## src/rtl/text_pkg.sv

```systemverilog
`default_nettype none
// +----------------------------------------------------------------------+
// | text_pkg : shared constants, command encodings and FSM states for    |
// |            the text RAM arbiter and its cursor sub-module.           |
// | Rev 1.0                                                              |
// +----------------------------------------------------------------------+
package text_pkg;

  localparam int COLS  = 80;
  localparam int ROWS  = 30;
  localparam int COL_W = 7;
  localparam int ROW_W = 5;

  localparam logic [6:0] CHAR_SPACE = 7'h20;

  typedef enum logic [1:0] {
    OP_PUT     = 2'b00,
    OP_HOME    = 2'b01,
    OP_NEWLINE = 2'b10,
    OP_CLEAR   = 2'b11
  } cmd_op_e;

  typedef enum logic [1:0] {
    ST_IDLE  = 2'd0,
    ST_WRITE = 2'd1,
    ST_CLEAR = 2'd2
  } state_e;

endpackage
`default_nettype wire

```

## src/rtl/text_cursor.sv

```systemverilog
`default_nettype none
// +----------------------------------------------------------------------+
// | text_cursor : column/row register pair with advance, newline and     |
// |               home controls; both coordinates wrap without scroll.  |
// | Rev 1.0                                                              |
// +----------------------------------------------------------------------+
module text_cursor #(
  parameter int COLS = text_pkg::COLS,
  parameter int ROWS = text_pkg::ROWS
) (
  input  logic                        clk,
  input  logic                        reset,
  input  logic                        advance_i,
  input  logic                        newline_i,
  input  logic                        home_i,
  output logic [text_pkg::COL_W-1:0]  col_o,
  output logic [text_pkg::ROW_W-1:0]  row_o
);

  localparam int CW = text_pkg::COL_W;
  localparam int RW = text_pkg::ROW_W;

  logic [CW-1:0] col_q, col_d;
  logic [RW-1:0] row_q, row_d;
  logic [RW-1:0] w_row_inc;

  always_comb begin
    w_row_inc = (row_q == RW'(ROWS - 1)) ? '0 : row_q + 1'b1;
    col_d     = col_q;
    row_d     = row_q;
    // home wins over newline, which wins over a plain advance
    if (home_i) begin
      col_d = '0;
      row_d = '0;
    end else if (newline_i) begin
      col_d = '0;
      row_d = w_row_inc;
    end else if (advance_i) begin
      if (col_q == CW'(COLS - 1)) begin
        col_d = '0;
        row_d = w_row_inc;
      end else begin
        col_d = col_q + 1'b1;
      end
    end
  end

  always_ff @(posedge clk) begin
    if (reset) begin
      col_q <= '0;
      row_q <= '0;
    end else begin
      col_q <= col_d;
      row_q <= row_d;
    end
  end

  assign col_o = col_q;
  assign row_o = row_q;

endmodule
`default_nettype wire

```

## src/rtl/text_ram_arbiter.sv

```systemverilog
`default_nettype none
// +----------------------------------------------------------------------+
// | text_ram_arbiter : shares a single-port text RAM between the video   |
// |                    font pipeline (fixed priority) and host commands. |
// | Rev 1.0                                                              |
// +----------------------------------------------------------------------+
module text_ram_arbiter #(
  parameter int COLS   = text_pkg::COLS,
  parameter int ROWS   = text_pkg::ROWS,
  parameter int ADDR_W = 12,
  parameter int CHAR_W = 7
) (
  input  logic              clk,
  input  logic              reset,
  input  logic              pixel_tick,
  input  logic              video_on,
  input  logic [9:0]        pixel_x,
  input  logic [9:0]        pixel_y,
  output logic [CHAR_W-1:0] char_code,
  input  logic              cmd_req,
  input  logic [1:0]        cmd_op,
  input  logic [CHAR_W-1:0] cmd_char,
  output logic              cmd_ack,
  output logic              busy,
  output logic [6:0]        cur_col,
  output logic [4:0]        cur_row,
  output logic [ADDR_W-1:0] ram_addr,
  output logic              ram_we,
  output logic [CHAR_W-1:0] ram_din,
  input  logic [CHAR_W-1:0] ram_dout
);

  import text_pkg::*;

  state_e            state_q, state_d;
  logic [CHAR_W-1:0] char_q, char_d, char_code_q;
  logic              busy_q, busy_d, ack_q, ack_d, vid_q;
  logic              w_video, w_host_we, w_sw_last;
  logic              w_cur_adv, w_cur_nl, w_cur_home, w_sw_adv;
  logic [COL_W-1:0]  w_sw_col;
  logic [ROW_W-1:0]  w_sw_row;
  logic [ADDR_W-1:0] w_host_addr, w_vid_addr;
  logic [CHAR_W-1:0] w_host_din;
  logic              unused_pix;

  assign unused_pix = ^{pixel_x[2:0], pixel_y[9], pixel_y[3:0]};

  assign w_video    = pixel_tick & video_on;
  assign w_vid_addr = ADDR_W'({pixel_y[8:4], pixel_x[9:3]});
  assign w_sw_last  = (w_sw_row == ROW_W'(ROWS - 1)) && (w_sw_col == COL_W'(COLS - 1));

  text_cursor #(.COLS(COLS), .ROWS(ROWS)) u_cursor (
    .clk       (clk),
    .reset     (reset),
    .advance_i (w_cur_adv),
    .newline_i (w_cur_nl),
    .home_i    (w_cur_home),
    .col_o     (cur_col),
    .row_o     (cur_row)
  );

  text_cursor #(.COLS(COLS), .ROWS(ROWS)) u_sweep (
    .clk       (clk),
    .reset     (reset),
    .advance_i (w_sw_adv),
    .newline_i (1'b0),
    .home_i    (1'b0),
    .col_o     (w_sw_col),
    .row_o     (w_sw_row)
  );

  always_comb begin
    state_d     = state_q;
    char_d      = char_q;
    busy_d      = busy_q;
    ack_d       = 1'b0;
    w_cur_adv   = 1'b0;
    w_cur_nl    = 1'b0;
    w_cur_home  = 1'b0;
    w_sw_adv    = 1'b0;
    w_host_we   = 1'b0;
    w_host_addr = ADDR_W'({cur_row, cur_col});
    w_host_din  = char_q;
    if (ack_q) busy_d = 1'b0;

    case (state_q)
      ST_IDLE: begin
        if (cmd_req && !busy_q) begin
          char_d = cmd_char;
          busy_d = 1'b1;
          case (cmd_op_e'(cmd_op))
            OP_PUT:     state_d = ST_WRITE;
            OP_CLEAR:   state_d = ST_CLEAR;
            OP_HOME:    begin w_cur_home = 1'b1; ack_d = 1'b1; end
            OP_NEWLINE: begin w_cur_nl   = 1'b1; ack_d = 1'b1; end
          endcase
        end
      end
      ST_WRITE: begin
        if (!w_video) begin
          w_host_we = 1'b1;
          w_cur_adv = 1'b1;
          ack_d     = 1'b1;
          state_d   = ST_IDLE;
        end
      end
      ST_CLEAR: begin
        w_host_addr = ADDR_W'({w_sw_row, w_sw_col});
        w_host_din  = CHAR_W'(CHAR_SPACE);
        if (!w_video) begin
          w_host_we = 1'b1;
          w_sw_adv  = 1'b1;
          // the sweep wraps back to (0,0) on its own after the last cell
          if (w_sw_last) begin
            w_cur_home = 1'b1;
            ack_d      = 1'b1;
            state_d    = ST_IDLE;
          end
        end
      end
      default: state_d = ST_IDLE;
    endcase
  end

  always_ff @(posedge clk) begin
    if (reset) begin
      state_q     <= ST_IDLE;
      char_q      <= '0;
      busy_q      <= 1'b0;
      ack_q       <= 1'b0;
      vid_q       <= 1'b0;
      char_code_q <= '0;
    end else begin
      state_q <= state_d;
      char_q  <= char_d;
      busy_q  <= busy_d;
      ack_q   <= ack_d;
      vid_q   <= w_video;
      if (vid_q) char_code_q <= ram_dout;
    end
  end

  // a reset arriving mid-command must not let the in-flight write through
  assign ram_we    = w_host_we & ~reset;
  assign ram_addr  = w_video ? w_vid_addr : w_host_addr;
  assign ram_din   = w_host_din;
  assign char_code = char_code_q;
  assign cmd_ack   = ack_q;
  assign busy      = busy_q;

endmodule
`default_nettype wire

```

## config.mk

```make
export PLATFORM = sky130hd
export DESIGN_NAME = text_ram_arbiter
export DESIGN_NICKNAME = d
export VERILOG_FILES = /design/src/rtl/text_pkg.sv /design/src/rtl/text_cursor.sv /design/src/rtl/text_ram_arbiter.sv
export SDC_FILE = /design/constraint.sdc
export NUM_CORES = 1
export LEC_CHECK = 0
export ABC_AREA = 1
export CORE_UTILIZATION = 43
export CTS_CLUSTER_DIAMETER = 40
export DETAILED_ROUTE_END_ITERATION = 8
export GPL_ROUTABILITY_DRIVEN = 0
export PLACE_DENSITY = 0.84
export SYNTH_ARGS = -nofsm -noshare
export SYNTH_HDL_FRONTEND = slang
export SYNTH_SLANG_ARGS = --single-unit
```

## constraint.sdc

```tcl
create_clock -name clk -period 2.45 [get_ports clk]
set_input_delay 0.245 -clock clk [delete_from_list [all_inputs] [get_ports clk]]
set_output_delay 0.245 -clock clk [all_outputs]
set_load 0.03 [all_outputs]
```

Yosys cells after proc, flatten, opt, wreduce, memory -nomap -nowiden --
Cells that the tools add are included.
Storage, ports and cells: register bits 43, input bits 41, output and inout port bits 41, word-level logic and storage cells 80
Operators by class: add/subtract/negate cells 4, equality and inequality tests 14, multiplexer cells 34, bitwise logic cells 3, reductions and logical operators 15
Operators with widths (count):
- $mux 5 | 5
- $mux 12 | 2
- $mux 7 | 3
- $mux 1 | 16
- $add 7x1->7 const B | 2
- $eq 7x7->1 const B | 2
- $add 5x1->5 const B | 2
- $eq 5x5->1 const B | 2
- $mux 2 | 4
- $ne 2x2->1 const B | 4
- $eq 2x2->1 const B | 3
- $pmux 2 s3 | 1
- $reduce_and 2->1 | 3
- $reduce_or 2->1 | 3
- $reduce_and 5->1 | 1
- $eq 2x1->1 const B | 2
- $logic_not 2->1 | 2
- $pmux 2 s2 | 1
- $reduce_bool 2->1 | 2
- $ne 3x1->1 const B | 1
- $pmux 1 s3 | 1
- $reduce_or 3->1 | 1
- $and 1x1->1 | 2
- $logic_and 1x1->1 | 2
- 3 further kinds | 3

Depth between registers and ports, before layout --
word-level depth 6, depth in mapped cells 10, depth with buffers taken out 10

Modules after synthesis --
A second synthesis with hierarchy kept.
Unflattened totals: cells, all modules 388, area, all modules 2602.5 um2
By module, submodules not included:
- text_cursor | times used 2, cells each 99, area an instance 689.4 um2, seq. area each 240.2 um2
- text_ram_arbiter | times used 1, cells each 190, area an instance 1223.7 um2, seq. area each 380.4 um2

Worst setup path after synthesis --
OpenSTA, ideal clock, no wires.
path type register to output, from register state_q[0], to output ram_addr[10], arrival time 1.559 ns, required time 2.205 ns, slack 0.646 ns, stages on the path, launching flop included 7, path buffers 1, cells stage by stage dfxtp_1 > inv_1 > ha_1 > buf_4 > clkinv_1 > nand2_1 > o221ai_1
Between the ends: word-level cells in the longest chain between the ends 3
RTL lines:
- from (decl) | line text_ram_arbiter.sv:35 | state_e state_q, state_d;
- from (signal assigned) | line text_ram_arbiter.sv:134 | state_q <= state_d;
- $eq 2x2->1 | line text_ram_arbiter.sv:86 | case (state_q)
- $mux 12 | line text_ram_arbiter.sv:86
- $mux 12 | line text_ram_arbiter.sv:145 | assign ram_addr = w_video ? w_vid_addr : w_host_addr;
- to (decl) | line text_ram_arbiter.sv:27 | output logic [ADDR_W-1:0] ram_addr,
No other way between the ends.

Final worst setup path --
from register state_q[0], to output ram_din[3]
Between the ends: word-level cells in the longest chain between the ends 2
RTL lines:
- $eq 2x2->1 | line text_ram_arbiter.sv:86
- $mux 7 | line text_ram_arbiter.sv:86
- to (decl) | line text_ram_arbiter.sv:29 | output logic [CHAR_W-1:0] ram_din,
No other way between the ends.

==> impl_metrics.json <==
{
  "rsz0062_at_grt": "false",
  "antenna_found_initial": 0,
  "slowest_stage": "clkdlybuf4s50_1",
  "cts_max_level": 2,
  "design.die.area_sq_um": 5720,
  "startpoint_type": "flip-flop",
  "crit_arrival_ns": 2.07,
  "grt-ovfl-total": 0,
  "cts.clk_slew.worst_paths_ns": 0.08,
  "critPathCaptureType": "output pin",
  "rr_worst_depth": 7,
  "seq_area_sq_um": 861,
  "switching_share_pct": 37.7,
  "ys_ff_latch": 43,
  "fillers": 473,
  "placedCellCount": 460,
  "antennaDiodeCount": 0,
  "syn-cell-area_sq_um": 2330,
  "crit_type": "reg -> out",
  "required_ns": 2.20,
  "cts_tree": "yes",
  "drt-total-wl_mm": 6.03,
  "grt_max_degree": 18,
  "hold_buffers": 0,
  "hold_depth": 2,
  "syn_inst": 320,
  "min_period_ns": 2.32,
  "dp_hpwl_mm": 4.64,
  "slew_violations": 0,
  "vias_per_cell": 5.03,
  "grt_pass1_vias": 2164,
  "min_to": "char_q[2]",
  "cts_made_buffers": 5,
  "cp_slowest_stage_delay_ns": 0.67,
  "vdd_drop_max_mv": 0.392,
  "tightest_slew_ns": 0.450,
  "r2r_slack_ns": 0.61,
  "grt_use_total_pct": 23.0,
  "synth_nets": 374,
  "dr.pass1.iters": 4,
  "first_iter_violations": 175,
  "switchingPower_uw": 832,
  "ant_nets": 0,
  "port_buffers": 73,
  "syn_area_per_cell_sq_um": 7.29,
  "ys_warn_count": 0,
  "drive_above_1_share_pct": 9.05,
  "stdcell_count": 468,
  "fmax_mhz": 432,
  "status": "finished clean",
  "seq_area_frac_synth_pct": 36.9,
  "power_leakage_nw": 1.35,
  "setup-tns-final_ns": 0,
  "start_util_pct": 45.1,
  "vias": 2356,
  "dieHeight_um": 75.6,
  "seq_power_share_pct": 37.7,
  "r2r_start": "state_q[0]",
  "core_area_sq_um": 5170,
  "pre_cts_ws_ns": 0.0918,
  "dieWidth_um": 75.6,
  "timing.rr.end": "u_cursor.col_o[3]",
  "cts_num_sinks": 43,
  "power_density_nw_per_um2": 676,
  "grt_pass1_wl_mm": 9.79,
  "clk_path_buf_depth": 2,
  "combPwrFrac_pct": 39.9,
  "p_int_mw": 1.37,
  "post_drt_wl_per_cell_um": 12.9,
  "hold_violations": 0,
  "setup_violations": 0,
  "drt_drc_violations_left": 0,
  "rows": 26,
  "hp-class": "reg -> reg",
  "netlist-cell-type-count": 34,
  "fin_ws_ns": 0.134,
  "multi_input_area_sq_um": 1290,
  "worstHoldStart": "char_q[2]",
  "drv_cap": 0,
  "total_power_mw": 2.21,
  "clkPwrFrac_pct": 22.4,
  "pin_count": 82,
  "clock_latency_ns": 0.30,
  "nNetsFinal": 451,
  "cp_max_fo": 6,
  "skew_ns": 0.00328,
  "area_growth_pct": 40.0,
  "fin_util_pct": 63.1,
  "cts-root-buf": "clkbuf_8",
  "fin_crit_sh_pct": 94.5,
  "crit_chain": "inv_1, ha_1, buf_4, nor2_1, clkdlybuf4s50_1",
  "slew_headroom_pct": 70.0
}
placed cells by master (no fill, tap or decap), types with 2 or more instances in the layout:
cell type,count
inv_1,34
a21oi_1,17
nand2_1,53
o221ai_1,5
xor2_1,9
nor2_2,7
nor3_2,2
nand3_4,2
ha_1,13
nor2_1,52
nand3_1,28
clkdlybuf4s50_1,59
a22oi_1,2
o211ai_1,3
o21ai_0,19
clkbuf_8,7
buf_4,6
dlygate4sd2_1,8
buf_12,2
dlymetal6s2s_1,3
dfxtp_1,43
nor3_1,5
inv_2,2
nand2_4,2
o21bai_1,2
state kept, by name (all words and copies together) (netlist names):
register and cells:
busy 1, char_code 7, char_q 7, cmd_ack 1, state_q 2, u_cursor.col_o 7
u_cursor.row_o 5, u_sweep.col_o 7, u_sweep.row_o 5, vid_q 1
cells in the mapped netlist:
library cell,instances,share of area [%]
o21ai_0,19,4.1
inv_4,1,0.27
clkbuf_1,4,0.64
buf_2,3,0.64
inv_1,34,5.5
o221ai_1,5,1.9
nand3_2,1,0.43
ha_1,13,7.0
a21oi_1,17,3.6
nor3_1,5,1.1
buf_4,1,0.32
nor3_2,2,0.86
nand2_8,1,0.86
o21bai_1,2,0.64
dfxtp_1,43,37
nand3_1,28,6.0
inv_2,2,0.32
xor2_1,9,3.4
clkinv_1,1,0.16
nand4_1,1,0.27
or2_4,1,0.38
nand3_4,2,1.5
nor3b_1,1,0.32
nand2_4,2,0.97
nor2_2,7,1.9
nand2_2,1,0.27
nor2_1,52,8.4
a22oi_1,2,0.64
a211oi_1,1,0.32
a21oi_2,1,0.38
and2_1,1,0.27
xnor2_1,1,0.38
nand2_1,53,8.5
o211ai_1,3,0.97
cells by family (layout without fill, tap and decap cells):
logic type / after synthesis / after routing / share of synthesized area (%)
compound gates: 50 / 50 / 12.6
xor+xnor: 10 / 10 / 3.76
fa+ha+maj: 13 / 13 / 6.97
buf+inv: 46 / 124 / 7.83
flops: 43 / 43 / 36.9
simple gates: 158 / 158 / 32.0
per-layer routing:
layer / vias up / wire length (um) / part of all wire (%) / GRT usage (%)
met5: - / 0 / 0 / 0
met4: 0 / 127 / 2.1 / 8.23
met3: 13 / 362 / 6.0 / 5.42
met2: 80 / 2940 / 49 / 40.9
met1: 1069 / 2600 / 43 / 27.0
li1: 1194 / - / - / -
cell type report:
class | instances | area share [%]
well taps | 70 | 2.68
inverters | 38 | 4.44
clock buffers | 8 | 3.07
multi-input cells | 231 | 39.5
flip-flops and latches | 43 | 26.4
repair buffers | 78 | 24.0
critical path, delay by kind of cell (launching register included):
family,cells,cell delay (ns)
flip-flops,1,0.40
buffers and inverters,3,0.96
adder cells (fa/ha/maj),1,0.31
AND/OR/NAND/NOR,1,0.10
power by group through the flow:
stage	Combinational [mW]	Clock [mW]	Sequential (mW)
floorplan	0.526	0	0.880
finish	0.879	0.495	0.832
detailed placement	0.889	0	0.848
CTS	0.888	0.510	0.832
global placement	0.865	0	0.843
global route	0.958	0.542	0.842
worst max path at each step:
stage | end | cells after the start | slack, ns | start
floorplan | ram_addr[10] | 6 | 0.65 | state_q[0]
global placement | ram_addr[10] | 6 | 0.14 | pixel_tick
detailed placement | ram_addr[5] | 6 | 0.09 | video_on
CTS | ram_addr[1] | 7 | 0.002 | state_q[0]
global route | ram_din[2] | 5 | 0.04 | state_q[0]
finish | ram_din[3] | 5 | 0.13 | state_q[0]
what timing repair did:
action / 4_1_cts / 5_1_grt
setup buffers: 0 / 0
endpoints found under the hold margin: 0 / 0
setup endpoints to repair: 8 / 3
gates resized for setup: 8 / 3
metrics by stage:
stage	instance area, sq um	hold WS (ns)
6_report	3270	0.460
5_1_grt	3270	0.476
4_1_cts	3260	0.463
3_5_place_dp	3170	0.451
3_3_place_gp	3170	0.440
2_1_floorplan	2330	0.314
No activity file was read; power rests on OpenSTA's default activity.
